[config.mk]
export PLATFORM = sky130hd
export DESIGN_NAME = motor_pwm
export DESIGN_NICKNAME = d
export VERILOG_FILES = /design/src/rtl/motor_pwm.sv
export SDC_FILE = /design/constraint.sdc
export NUM_CORES = 1
export LEC_CHECK = 0
export CELL_PAD_IN_SITES_DETAIL_PLACEMENT = 1
export CELL_PAD_IN_SITES_GLOBAL_PLACEMENT = 2
export CORE_ASPECT_RATIO = 0.6
export CORE_MARGIN = 2
export CORE_UTILIZATION = 30
export CTS_BUF_LIST = sky130_fd_sc_hd__clkbuf_16
export DETAILED_ROUTE_END_ITERATION = 12
export PLACE_DENSITY = 0.73
export SYNTH_ARGS = -nofsm -noshare
export SYNTH_HDL_FRONTEND = slang
export SYNTH_SLANG_ARGS = --single-unit
[constraint.sdc]
create_clock -name cclk -period 2.4 [get_ports cclk]
set_clock_uncertainty 0.05 [all_clocks]
set_input_delay 0.24 -clock cclk [delete_from_list [all_inputs] [get_ports cclk]]
set_output_delay 0.24 -clock cclk [all_outputs]
set_load 0.01 [all_outputs]
[src/rtl/motor_pwm.sv]
// H-bridge PWM driver: duty follows |velocity|, dir follows sign, and a
// braking dead-time of whole PWM periods is inserted on every reversal.
module motor_pwm #(
  parameter int PRESCALE = 1000,
  parameter int DEADTIME = 4
) (
  input  logic              cclk,
  input  logic              rst,
  input  logic              en,
  input  logic signed [7:0] velocity,
  output logic              pwm,
  output logic              dir,
  output logic              braking,
  output logic              period
);

  localparam int               PRE_W   = (PRESCALE > 1) ? $clog2(PRESCALE) : 1;
  localparam logic [PRE_W-1:0] PRE_MAX = PRE_W'(PRESCALE - 1);
  localparam logic [6:0]       CNT_MAX = 7'd126;
  localparam logic [7:0]       DT_INIT = 8'(DEADTIME - 1);

  typedef enum logic {RUN, BRAKE} state_t;

  // |v| with -128 saturated to 127 so the magnitude fits in 7 bits
  function automatic logic [6:0] sat_abs(input logic signed [7:0] v);
    if (v == 8'sh80) return 7'd127;
    return v[7] ? 7'(~v[6:0] + 7'd1) : v[6:0];
  endfunction

  state_t           state_q, state_d;
  logic [PRE_W-1:0] pre_q, pre_d;
  logic [6:0]       cnt_q, cnt_d;
  logic [6:0]       mag_q, mag_d;
  logic [7:0]       dt_q, dt_d;
  logic             dir_q, dir_d;
  logic             braking_q, braking_d;
  logic             pwm_q, pwm_d;
  logic             period_q, period_d;
  logic             tick, boundary;

  assign tick     = (pre_q == PRE_MAX);
  assign boundary = tick && (cnt_q == CNT_MAX);
  assign pre_d    = tick ? '0 : pre_q + 1'b1;
  assign cnt_d    = !tick ? cnt_q : ((cnt_q == CNT_MAX) ? 7'd0 : cnt_q + 7'd1);

  always_ff @(posedge cclk or posedge rst) begin
    if (rst) begin
      state_q   <= RUN;
      pre_q     <= '0;
      cnt_q     <= 7'd0;
      mag_q     <= 7'd0;
      dt_q      <= 8'd0;
      dir_q     <= 1'b0;
      braking_q <= 1'b0;
      pwm_q     <= 1'b0;
      period_q  <= 1'b0;
    end else begin
      state_q   <= state_d;
      pre_q     <= pre_d;
      cnt_q     <= cnt_d;
      mag_q     <= mag_d;
      dt_q      <= dt_d;
      dir_q     <= dir_d;
      braking_q <= braking_d;
      pwm_q     <= pwm_d;
      period_q  <= period_d;
    end
  end

  // Command is only looked at on the period boundary, so duty never glitches mid-period
  always_comb begin
    state_d   = state_q;
    mag_d     = mag_q;
    dt_d      = dt_q;
    dir_d     = dir_q;
    braking_d = braking_q;
    if (boundary) begin
      case (state_q)
        RUN: begin
          if (velocity == 8'sd0) begin
            mag_d = 7'd0;
          end else if (velocity[7] ^ dir_q) begin
            mag_d = sat_abs(velocity);
          end else begin
            mag_d     = 7'd0;
            dt_d      = DT_INIT;
            braking_d = 1'b1;
            state_d   = BRAKE;
          end
        end
        BRAKE: begin
          if (dt_q != 8'd0) begin
            dt_d = dt_q - 8'd1;
          end else begin
            if (velocity != 8'sd0) dir_d = ~velocity[7];
            mag_d     = sat_abs(velocity);
            braking_d = 1'b0;
            state_d   = RUN;
          end
        end
        default: state_d = RUN;
      endcase
    end
  end

  always_comb begin
    pwm_d    = en && (state_q == RUN) && (cnt_q < mag_q);
    period_d = boundary;
  end

  assign pwm     = pwm_q;
  assign dir     = dir_q;
  assign braking = braking_q;
  assign period  = period_q;

endmodule

======== Word level (Yosys, flattened, before mapping) ========
Cells that the tools add are included.
word-level totals
  register bits after elaboration ......... 37
  input bits .............................. 11
  output and inout port bits .............. 4
  word-level logic and storage cells ...... 66
cells by class
  $lt $le $gt $ge ......................... 1
  mux-type cells .......................... 30
  reductions and logical operators ........ 10
  add/subtract/negate cells ............... 4
  equal/unequal tests ..................... 7
  bitwise logic cells ..................... 5
operators with widths
  kind                     count
  $mux W7                  8
  $mux W8                  3
  $pmux W8 S2              1
  $reduce_bool A8 Y1       2
  $add A7 B1 Y7 const B    2
  $mux W1                  14
  $pmux W7 S2              1
  $reduce_and A4 Y1        3
  $add A10 B1 Y10 const B  1
  $eq A10 B10 Y1 const B   1
  $mux W10                 1
  $eq A8 B8 Y1 const B     1
  $logic_not A8 Y1         1
  $sub A8 B1 Y8 const B    1
  $eq A7 B7 Y1 const B     1
  $lt A7 B7 Y1             1
  $not A7 Y7               1
  $ne A2 B2 Y1 const B     3
  $pmux W1 S2              2
  $logic_and A1 B1 Y1      3
  $not A1 Y1               3
  $ne A2 B1 Y1 const B     1
  $reduce_and A2 Y1        1
  $xor A1 B1 Y1            1

======== Logic depth before layout (Yosys ltp) ========
Gate-level depths: netlist of run 1.
  word-level depth ........................ 10
  gate-level depth with buffers ........... 8

======== Least setup slack after synthesis of run 1 ========
OpenSTA, ideal clock, no wires.
  path type ............................... register to register
  start point ............................. reg pre_q[0]
  end point ............................... reg dt_q[4]
  library setup time ...................... 0.077 ns
  arrival ................................. 1.688 ns
  path slack .............................. 0.585 ns
  clock period less this slack ............ 1.815 ns
  cell stages (with the launch flop) ...... 8
  data required time ...................... 2.273 ns
  cell sequence ........................... dfrtp_1 -> ha_1 -> nand3b_1 -> nor4_2 -> buf_4 -> nand4_1 -> or3_1 -> a21oi_1
on the way
  longest elaborated chain between the ends .. 3
RTL lines
  element                      RTL line  source
  start, declared              31        logic [PRE_W-1:0] pre_q, pre_d;
  start signal, assigned       59        pre_q <= pre_d;
  $eq A10 B10 Y1               41        assign tick = (pre_q == PRE_MAX);
  $logic_and A1 B1 Y1          42        assign boundary = tick && (cnt_q == CNT_MAX);
  $reduce_and A4 Y1 (no line)  -
  end signal, assigned         62        dt_q <= dt_d;
  end, declared                34        logic [7:0] dt_q, dt_d;
No other way between the ends.
A chain may end at the register's enable or synchronous reset.

======== Final worst setup path of run 1 ========
  start point ............................. reg dt_q[0]
  end point ............................... reg mag_q[1]
on the way
  longest elaborated chain between the ends .. 3
RTL lines
  element                      RTL line  source
  $reduce_bool A8 Y1           92        if (dt_q != 8'd0) begin
  $ne A2 B2 Y1 (no line)       -
  $reduce_and A2 Y1 (no line)  -
  end signal, assigned         61        mag_q <= mag_d;
  end, declared                33        logic [6:0] mag_q, mag_d;
No other way between the ends.

==> metrics, run 1 <==
status=complete, but fails checks; failing checks=DRC; count of nets left with antenna violations after detail routing=0; headroom to the max-slew limit=0.672; DRT iter0 DRCs=97; horizontal die dimension=113 um; vias in the first global route=1,688; Yosys top cell area share=0.434; Worst Tran Pin Value=slightly below 500 ps; Tot GR Track Use=0.145; buffers plus inverters on the worst setup path=1; initial antenna violation count=0; critical path's top delay family=simple AND/OR/NAND/NOR gates; Slowest cell on crit path=dfrtp_1; pin count of the biggest net entering global routing=38; Core Rows=23; most common flop cell mapped by yosys=dfrtp_1; cell at the root of the clock tree=clkbuf_16; pre-CTS setup slack=89.8 ps; io pins=15; post-cts repair resize count=0; Peak Freq=between 400 and 500 MHz; delay contributed by the slowest stage of the critical path=roughly 430 ps; share of flip-flops with an asynchronous set or reset=1.00; post-route setup TNS=0 ps; DP HPWL=approximately 4 mm; element type at the critical path start=register; Buffers on Ports=14; global placement routability congestion=0.762; Netlist cell types=between 50 and 60; count of mapped cells out of synthesis=227; H-tree depth reported by CTS=2; maximum fanout along the worst path=7; Max-Cap Viols=0; shortest period the worst path allows=between 2000 and 2500 ps; Yosys warning count=0; number of diodes added for antenna fixing=0; setup violators final=0; count of final max-slew check failures=0; routed via count divided by cell count=5.21; Die ar.=between 0.007 and 0.008 mm2; DRC Markers=2; post-synthesis to final-layout area growth=20.8%; power per cell area=slightly above 500 mW/mm2; portion of the post-synthesis area used by sequential elements=0.434; RSZ-0062 raised after global routing=no; global route overflow=0; Mapped Nets=between 200 and 300; cell types with the largest area share after synthesis=dfrtp_1 (43%), ha_1 (7.0%), xor2_1 (4.5%); mean post-synth cell area=9.40 um2; post-synthesis cell type with the largest combined area=dfrtp_1; Bufs on Longest Clock Path=2; Worst Hold Class=input port to asynchronous set/reset pin; data required time of the critical path=2550 ps; share of final-layout standard cells stronger than drive strength 1=0.0945; CP arrival=2190 ps; post-DR wirelength/cell=about 15 um; list of cells traversed by the critical path=inv_1 -> ha_1 -> nor2b_1 -> and3_1 -> o21ai_1 -> a31o_2 -> o21ai_1; top cells by instance count after synthesis=dfrtp_1 (37), nor2_1 (24), inv_1 (15); most frequently used cell type in the post-synthesis netlist=dfrtp_1; number of clock sinks seen by CTS=37; start-to-end type of the worst setup path=register to register; IR drop worst, VDD=between 0.2 and 0.25 mV; leakage power figure=1.22 nW; die outline height=a little under 70 um; insertion delay to the later sink of the worst-skew pair=280 ps; fraction of the cycle the final worst path needs=0.847; global-route wire length before repair=8.94 mm; cell repeated most along the worst path=o21ai_1; Initial DRT Pass Iterations=8; starting utilization of the core area=0.314; via count of the routed design=1,778; final setup slack of the worst path=about 370 ps; Clock transition at path regs=60 ps; kind of capture point of the worst setup path=register; number of register bits inferred by synthesis=37; count of nets after finishing=between 200 and 300; number of clock buffers inserted by TritonCTS=5; Post CTS Setup Buffer Count=0; post-route worst hold slack=332 ps; CTS tree=yes; Final Core Density=0.380; core footprint=about 0.0068 mm2; number of failing hold endpoints at the final stage=0; Total Wirelength=5.25 mm; number of synthesized flops with an enable pin=0; CTS hold repair buffers=0; netlist area before placement=0.00213 mm2
[worst paths after layout]
path / start / to / slack, ps / cells after the start
max: dt_q[0]$_DFFE_PP0P_ / mag_q[1]$_DFFE_PP0P_ / 370 / 7
max reg2reg: dt_q[0]$_DFFE_PP0P_ / mag_q[1]$_DFFE_PP0P_ / 370 / 7
min: rst / braking$_DFFE_PP0P_ / 330 / 3
min in group cclk: mag_q[2]$_DFFE_PP0P_ / mag_q[2]$_DFFE_PP0P_ / 430 / 2
min reg2reg: mag_q[2]$_DFFE_PP0P_ / mag_q[2]$_DFFE_PP0P_ / 430 / 2
max in group asynchronous: rst / cnt_q[4]$_DFFE_PP0N_ / 1630 / 3
[final cells by class]
type	instances	area (um2)
Clock buffer	5	125
Clock inverter	3	12.5
Fill cell	793	4210
Inverter	16	60.1
Multi-Input combinational cell	168	1120
Sequential cell	37	926
Tap cell	87	109
Timing Repair Buffer	25	223
[logic make-up after synthesis]
logic type	after synthesis	synth area share
AND/OR/NAND/NOR	82	0.206
AO/OA/AOI/OAI	59	0.188
flip-flops	37	0.434
buffers and inverters	22	0.0404
XOR/XNOR	15	0.0615
adder cells (fa/ha/maj)	12	0.0703
[per-layer routing]
metal | up-vias | track usage | share of wire
met5 | - | 0 | 0
met2 | 21 | 0.175 | 0.37
li1 | 881 | - | -
met3 | 8 | 0.0402 | 0.034
met1 | 868 | 0.240 | 0.59
met4 | 0 | 0.0366 | 0.011
[report_power, final]
group | total (mW) | internal, mW | switching (mW)
Clock | 0.624 | 0.375 | 0.249
Sequential | 0.631 | 0.627 | 0.00404
Combinational | 0.0832 | 0.0372 | 0.0460
Total | 1.34 | 1.04 | 0.299
[cell usage in the layout (no fill, tap or decap), types with 3 or more instances in the layout]
cell type / netlist / routed
o211ai_1: 3 / 3
nand2_1: 14 / 14
o21ai_0: 8 / 8
nand4_1: 7 / 7
nor2_1: 24 / 24
o2111ai_1: 3 / 3
inv_1: 15 / 15
a21oi_1: 6 / 6
ha_1: 12 / 12
dfrtp_1: 37 / 37
clkbuf_16: 0 / 5
o31ai_1: 3 / 3
nand3_1: 10 / 10
nor3_1: 3 / 3
buf_4: 1 / 11
o22ai_1: 3 / 3
clkdlybuf4s50_1: 0 / 14
o21ai_1: 10 / 10
a21o_1: 3 / 3
or3_1: 5 / 5
nand2b_1: 5 / 5
xnor2_1: 4 / 4
o21a_1: 4 / 4
xor2_1: 11 / 11
[metrics by stage]
| step | area (um2) | power (mW) | std cells |
|---|---|---|---|
| finish | 2580 | 1.34 | 341 |
| CTS | 2580 | 1.36 | 341 |
| floorplan | 2130 | 0.684 | 227 |
| detailed placement | 2440 | 0.727 | 333 |
| global route | 2580 | 1.40 | 341 |
| global placement | 2440 | 0.725 | 333 |
[worst register-to-register path, delay by kind of cell (launching register included)]
kind | cells | cell delay, ps
AND/OR/NAND/NOR | 2 | 590
adder cells (fa/ha/maj) | 1 | 170
AO/OA/AOI/OAI | 3 | 590
buffers and inverters | 1 | 130
flip-flops | 1 | 430
[registers in the layout, summed over array words and instances (netlist names)]
register / flops
braking: 1
mag_q: 7
dir: 1
state_q: 1
period: 1
cnt_q: 7
dt_q: 8
pwm: 1
pre_q: 10
(Power assumes the default switching activity.)
==> inputs of run 2 (changes only) <==
==> constraint.sdc (replaced) <==
create_clock -name cclk -period 2.13 [get_ports cclk]
set_clock_uncertainty 0.05 [all_clocks]
set_input_delay 0.213 -clock cclk [delete_from_list [all_inputs] [get_ports cclk]]
set_output_delay 0.213 -clock cclk [all_outputs]
set_load 0.01 [all_outputs]
==> run 2 against run 1 <==
  * Cell count increased by 3.5%
  * Sequential power increased by 13%
  * The flow still finishes with violations (DRC)
  * Clock power increased by 13%
  * Cell area increased by 3.8%
  * Highest routed layer unchanged
  * Setup slack got worse by 240 ps
  * Critical path type is now input port to register
  * Critical path depth decreased by 1
  * Via count increased by 3.5%
  * First-iteration DRC count decreased by 11%
  * Global-route usage increased by 0.46 points
  * Total power increased by 14%
==> metrics, run 2 (synthesis gave the netlist of run 1 again) <==
status=complete, but fails checks; failing checks=DRC; count of final max-slew check failures=0 (unchanged); Tot GR Track Use=0.149 (+0.00458); Final Core Density=0.394 (+0.0144); Slowest cell on crit path=o41a_1; routed via count divided by cell count=5.22 (about the same); data required time of the critical path=2250 ps (-300 ps); Buffers on Ports=14 (unchanged); number of diodes added for antenna fixing=0 (unchanged); element type at the critical path start=input port; via count of the routed design=1,841 (+3.5%); top library cells by usage in the layout, fill and taps aside=dfrtp_1 (37), nor2_1 (23), buf_4 (23), inv_1 (15); global placement routability congestion=0.810 (+6.3%); count of nets left with antenna violations after detail routing=0 (unchanged); Core Rows=23 (unchanged); area occupied by multi-input gates=0.00113 mm2 (+0.67%); global-route wire length before repair=9.32 mm (+4.3%); Tot Pwr=1.52 mW (+14%); Peak Freq=roughly 500 MHz; setup violators final=0 (unchanged); number of clock buffers inserted by TritonCTS=5 (unchanged); share of final-layout standard cells stronger than drive strength 1=0.143 (+0.0484); global route overflow=0 (unchanged); Bufs on Longest Clock Path=2 (unchanged); vias in the first global route=1,838 (+8.9%); list of cells traversed by the critical path=clkdlybuf4s50_1 -> or3_1 -> o41a_1 -> o2111ai_1 -> xor2_1 -> nor2_1; Total Wirelength=5.31 mm (+1.1%); start-to-end type of the worst setup path=input port to register; DP HPWL=4.02 mm (-0.80%); flip-flop count of the largest register after layout=10 (unchanged); area of all sequential standard cells=926 um2 (unchanged); core footprint=0.00679 mm2 (unchanged); kind of capture point of the worst setup path=register; IR drop worst, VDD=0.298 mV (+22%); starting utilization of the core area=0.314 (unchanged); DRT iter0 DRCs=86 (-11%); Max-Cap Viols=0 (unchanged); Worst Hold Class=input port to asynchronous set/reset pin; critical path's top delay family=compound AO/OA/AOI/OAI gates; buffers plus inverters on the worst setup path=1 (unchanged); post-DR wirelength/cell=15.0 um (-2.4%); post-synthesis to final-layout area growth=25.3%; CTS hold repair buffers=0 (unchanged); pin count of the biggest net entering global routing=38 (unchanged); fillcell total=805 (+1.5%); count of nets after finishing=288 (+4.3%); headroom to the max-slew limit=0.603 (-0.0693); fraction of the cycle the final worst path needs=0.941; DRC Markers=2 (unchanged); delay contributed by the slowest stage of the critical path=520 ps (+90 ps); Initial DRT Pass Iterations=8 (unchanged); leakage power figure=1.27 nW (+4.5%); CTS tree=yes; Worst Tran Pin Value=595 ps (+104 ps); power per cell area=569 mW/mm2 (+9.6%); CP arrival=2120 ps (-70 ps); Die ar.=0.00783 mm2 (unchanged); Clock transition at path regs=60 ps (about the same); number of clock sinks seen by CTS=37 (unchanged); die outline height=69.3 um (unchanged); commonest non-fill, non-tap cell in the layout=dfrtp_1; initial antenna violation count=0 (unchanged); H-tree depth reported by CTS=2 (unchanged); io pins=15 (unchanged); biggest registers after layout=pre_q: 10 flops, dt_q: 8 flops; number of failing hold endpoints at the final stage=0 (unchanged); insertion delay to the later sink of the worst-skew pair=280 ps (about the same); shortest period the worst path allows=~2000 ps; cell at the root of the clock tree=clkbuf_16; largest reg by FF count=pre_q; maximum fanout along the worst path=7 (unchanged); horizontal die dimension=113 um (unchanged)
==> run 2: cell types whose count changed in the layout (fill, tap and decap cells not counted), sizes merged <==
cell  change
buf      +12
==> run 2: layout make-up <==
type | instances | area share
Timing Repair Buffer | 37 | 0.117
Clock inverter | 3 | 0.00468
Tap cell | 87 | 0.0407
Inverter | 16 | 0.0225
Clock buffer | 5 | 0.0468
Multi-Input combinational cell | 168 | 0.422
Sequential cell | 37 | 0.346
==> run 2: worst min-delay path: stages <==
cell,delay [ps]
clkdlybuf4s50_1,390
inv_1,50
buf_4,420
==> run 2: what timing repair did <==
item / in CTS / in global routing
resized for setup: 0 / 2
setup buffers: 0 / 3
endpoints found under the setup margin: 0 / 10
==> run 2: per-layer routing <==
layer / track usage / part of all wire
met1: 0.234 / 0.57
met2: 0.197 / 0.39
met3: 0.0428 / 0.031
met4: 0.0366 / 0.012
met5: 0 / 0
==> run 2: power by group <==
part	total (mW)	switching, mW	internal (mW)
clock network	0.708	0.285	0.423
registers	0.713	0.00712	0.706
logic	0.101	0.0525	0.0487
total	1.52	0.344	1.18
==> run 2: path summary, 6_finish.rpt <==
path | startpoint | end | slack, ps | depth (start not counted)
worst max-delay path | velocity[3] | dt_q[2]$_DFFE_PP0P_ | 130 | 6
worst min-delay path | rst | pre_q[7]$_DFF_PP0_ | 310 | 3
worst max register to register | pre_q[0]$_DFF_PP0_ | dt_q[4]$_DFFE_PP0P_ | 150 | 7
worst min register to register | pre_q[0]$_DFF_PP0_ | pre_q[0]$_DFF_PP0_ | 430 | 1
max in group asynchronous | rst | dir$_DFFE_PP0P_ | 1380 | 3
min in group cclk | pre_q[0]$_DFF_PP0_ | pre_q[0]$_DFF_PP0_ | 430 | 1
==> run 2: through the flow <==
stage	hold WS [ps]	std cells	TNS [ps]	instance area (um2)	setup slack [ps]
6_report	307	353	0	2680	126
5_1_grt	368	353	-27.5	2680	-15.0
3_3_place_gp	424	342	-723	2510	-80.7
2_1_floorplan	285	227	0	2130	315
3_5_place_dp	431	342	-1710	2510	-164
4_1_cts	327	350	0	2650	89.4
==> inputs of run 3 (changes only) <==
==> constraint.sdc (replaced) <==
create_clock -name cclk -period 2.6 [get_ports cclk]
set_clock_uncertainty 0.05 [all_clocks]
set_input_delay 0.26 -clock cclk [delete_from_list [all_inputs] [get_ports cclk]]
set_output_delay 0.26 -clock cclk [all_outputs]
set_load 0.01 [all_outputs]
==> run 3 against run 2 <==
  * The run still ends with DRC left
  * First-iteration DRC count fell by 13%
  * Non-clock buffer count fell by 16
  * Sequential cell count did not move
  * Hold slack improved by 28 ps
  * Critical endpoint is now dt_q[6]$_DFFE_PP0P_
==> metrics, run 3 (synthesis gave the netlist of run 1 again) <==
routed via count divided by cell count=5.15 (-1.3%); count of nets left with antenna violations after detail routing=0 (unchanged); Bufs on Longest Clock Path=2 (unchanged); global-route wire length before repair=8.80 mm (-5.5%); CP arrival=2290 ps (+170 ps); Final Core Density=0.374 (-0.0195); pin count of the biggest net entering global routing=38 (unchanged); fillcell total=796 (-1.1%); CTS tree=yes; cell at the root of the clock tree=clkbuf_16; top library cells by usage in the layout, fill and taps aside=dfrtp_1 (37), nor2_1 (24), inv_1 (16), nand2_1 (14), clkdlybuf4s50_1 (14); Worst Tran Pin Value=591 ps (-3.86 ps); setup violators final=0 (unchanged); io pins=15 (unchanged); launching point of the worst reg2reg path=dt_q[0]$_DFFE_PP0P_; largest reg by FF count=pre_q; Core Rows=23 (unchanged); worst reg2reg path depth=7 (unchanged); core footprint=0.00679 mm2 (unchanged); Worst Hold Class=input port to asynchronous set/reset pin; post-synthesis to final-layout area growth=19.1%; Peak Freq=456 MHz; status=complete, but fails checks; Tot Pwr=1.23 mW (-19%); count of final max-slew check failures=0 (unchanged); DRC Markers=2 (unchanged); horizontal die dimension=113 um (unchanged); delay contributed by the slowest stage of the critical path=490 ps (-30 ps); start-to-end type of the worst setup path=input port to register; filler-free cell count of the finished design=336 (-4.8%); Tot GR Track Use=0.143 (-0.00655); maximum fanout along the worst path=8 (+1); number of clock buffers inserted by TritonCTS=5 (unchanged); DP HPWL=3.90 mm (-3.1%); global placement routability congestion=0.767 (-5.3%); DRT iter0 DRCs=75 (-13%); number of failing hold endpoints at the final stage=0 (unchanged); via count of the routed design=1,730 (-6.0%); reg-to-reg setup timing slack=610 ps (+460 ps); leakage power figure=1.20 nW (-5.9%); headroom to the max-slew limit=0.606 (+0.00257); Slowest cell on crit path=clkdlybuf4s50_1; power per cell area=483 mW/mm2 (-15%); post-cts repair resize count=0 (unchanged); share of final-layout standard cells stronger than drive strength 1=0.0763 (-0.0666); CTS hold repair buffers=0 (unchanged); list of cells traversed by the critical path=clkdlybuf4s50_1 -> inv_1 -> ha_1 -> nand2b_1 -> o41a_1 -> nor2_1 -> a2111oi_0 -> o32ai_1; biggest registers after layout=pre_q: 10 flops, dt_q: 8 flops; Total Wirelength=5.15 mm (-3.0%); kind of capture point of the worst setup path=register; Initial DRT Pass Iterations=8 (unchanged); commonest non-fill, non-tap cell in the layout=dfrtp_1; number of clock sinks seen by CTS=37 (unchanged); starting utilization of the core area=0.314 (unchanged); RSZ-0062 raised after global routing=no; post-DR wirelength/cell=15.3 um (+1.9%); Buffers on Ports=14 (unchanged); post-route setup TNS=0 ps (unchanged); element type at the critical path start=input port; die outline height=69.3 um (unchanged); Post CTS Setup Buffer Count=0 (unchanged); global route overflow=0 (unchanged); Max-Cap Viols=0 (unchanged); initial antenna violation count=0 (unchanged); Die ar.=0.00783 mm2 (unchanged); placed insts=329 (-3.8%); insertion delay to the later sink of the worst-skew pair=280 ps (about the same); data required time of the critical path=2700 ps (+450 ps); shortest period the worst path allows=2190 ps; count of nets after finishing=272 (-5.6%); Clock transition at path regs=60 ps (about the same); IR drop worst, VDD=0.183 mV (-39%); number of diodes added for antenna fixing=0 (unchanged); failing checks=DRC; H-tree depth reported by CTS=2 (unchanged); vias in the first global route=1,666 (-9.4%); end of the worst register-to-register path=mag_q[5]$_DFFE_PP0P_; fraction of the cycle the final worst path needs=0.843; flip-flop count of the largest register after layout=10 (unchanged)
run 3: critical path: cells and delay by family:
kind | cells | cell delay [ps]
simple gates | 2 | 340
fa+ha+maj | 1 | 220
compound gates | 3 | 920
buf+inv | 2 | 540
run 3: area by class of cell:
| type | instances | area [um2] | area share |
|---|---|---|---|
| Sequential cell | 37 | 926 | 0.364 |
| Clock buffer | 5 | 125 | 0.0492 |
| Timing Repair Buffer | 21 | 193 | 0.0758 |
| Clock inverter | 2 | 7.51 | 0.00295 |
| Inverter | 16 | 60.1 | 0.0236 |
| Multi-Input combinational cell | 168 | 1120 | 0.441 |
| Tap cell | 87 | 109 | 0.0428 |
run 3: stage by stage:
step	setup WS, ps	instance area [um2]	hold slack [ps]
2_1_floorplan	785	2130	332
3_3_place_gp	243	2410	422
3_5_place_dp	106	2410	428
4_1_cts	402	2540	368
5_1_grt	210	2540	400
6_report	407	2540	335
run 3: layer usage:
| metal | routed length [um] | up-vias | track usage |
|---|---|---|---|
| met5 | 0 | - | 0 |
| met4 | 58 | 0 | 0.0366 |
| met3 | 209 | 8 | 0.0437 |
| met2 | 1910 | 23 | 0.183 |
| met1 | 2970 | 831 | 0.226 |
| li1 | - | 868 | - |
run 3: worst max path at each step:
stage	cells after the start	slack (ps)	endpoint	from
floorplan	7	780	dt_q[4]$_DFFE_PP0P_	pre_q[0]$_DFF_PP0_
detailed placement	8	110	dt_q[6]$_DFFE_PP0P_	velocity[0]
CTS	8	400	dt_q[6]$_DFFE_PP0P_	velocity[0]
global route	8	210	dt_q[6]$_DFFE_PP0P_	velocity[0]
finish	8	410	dt_q[6]$_DFFE_PP0P_	velocity[0]
global placement	8	240	dt_q[6]$_DFFE_PP0P_	velocity[0]
run 3: where the power goes:
part	switching [mW]	internal (mW)	leakage, nW
Clock	0.230	0.343	0.0685
Sequential	0.00587	0.578	0.445
Combinational	0.0395	0.0318	0.686
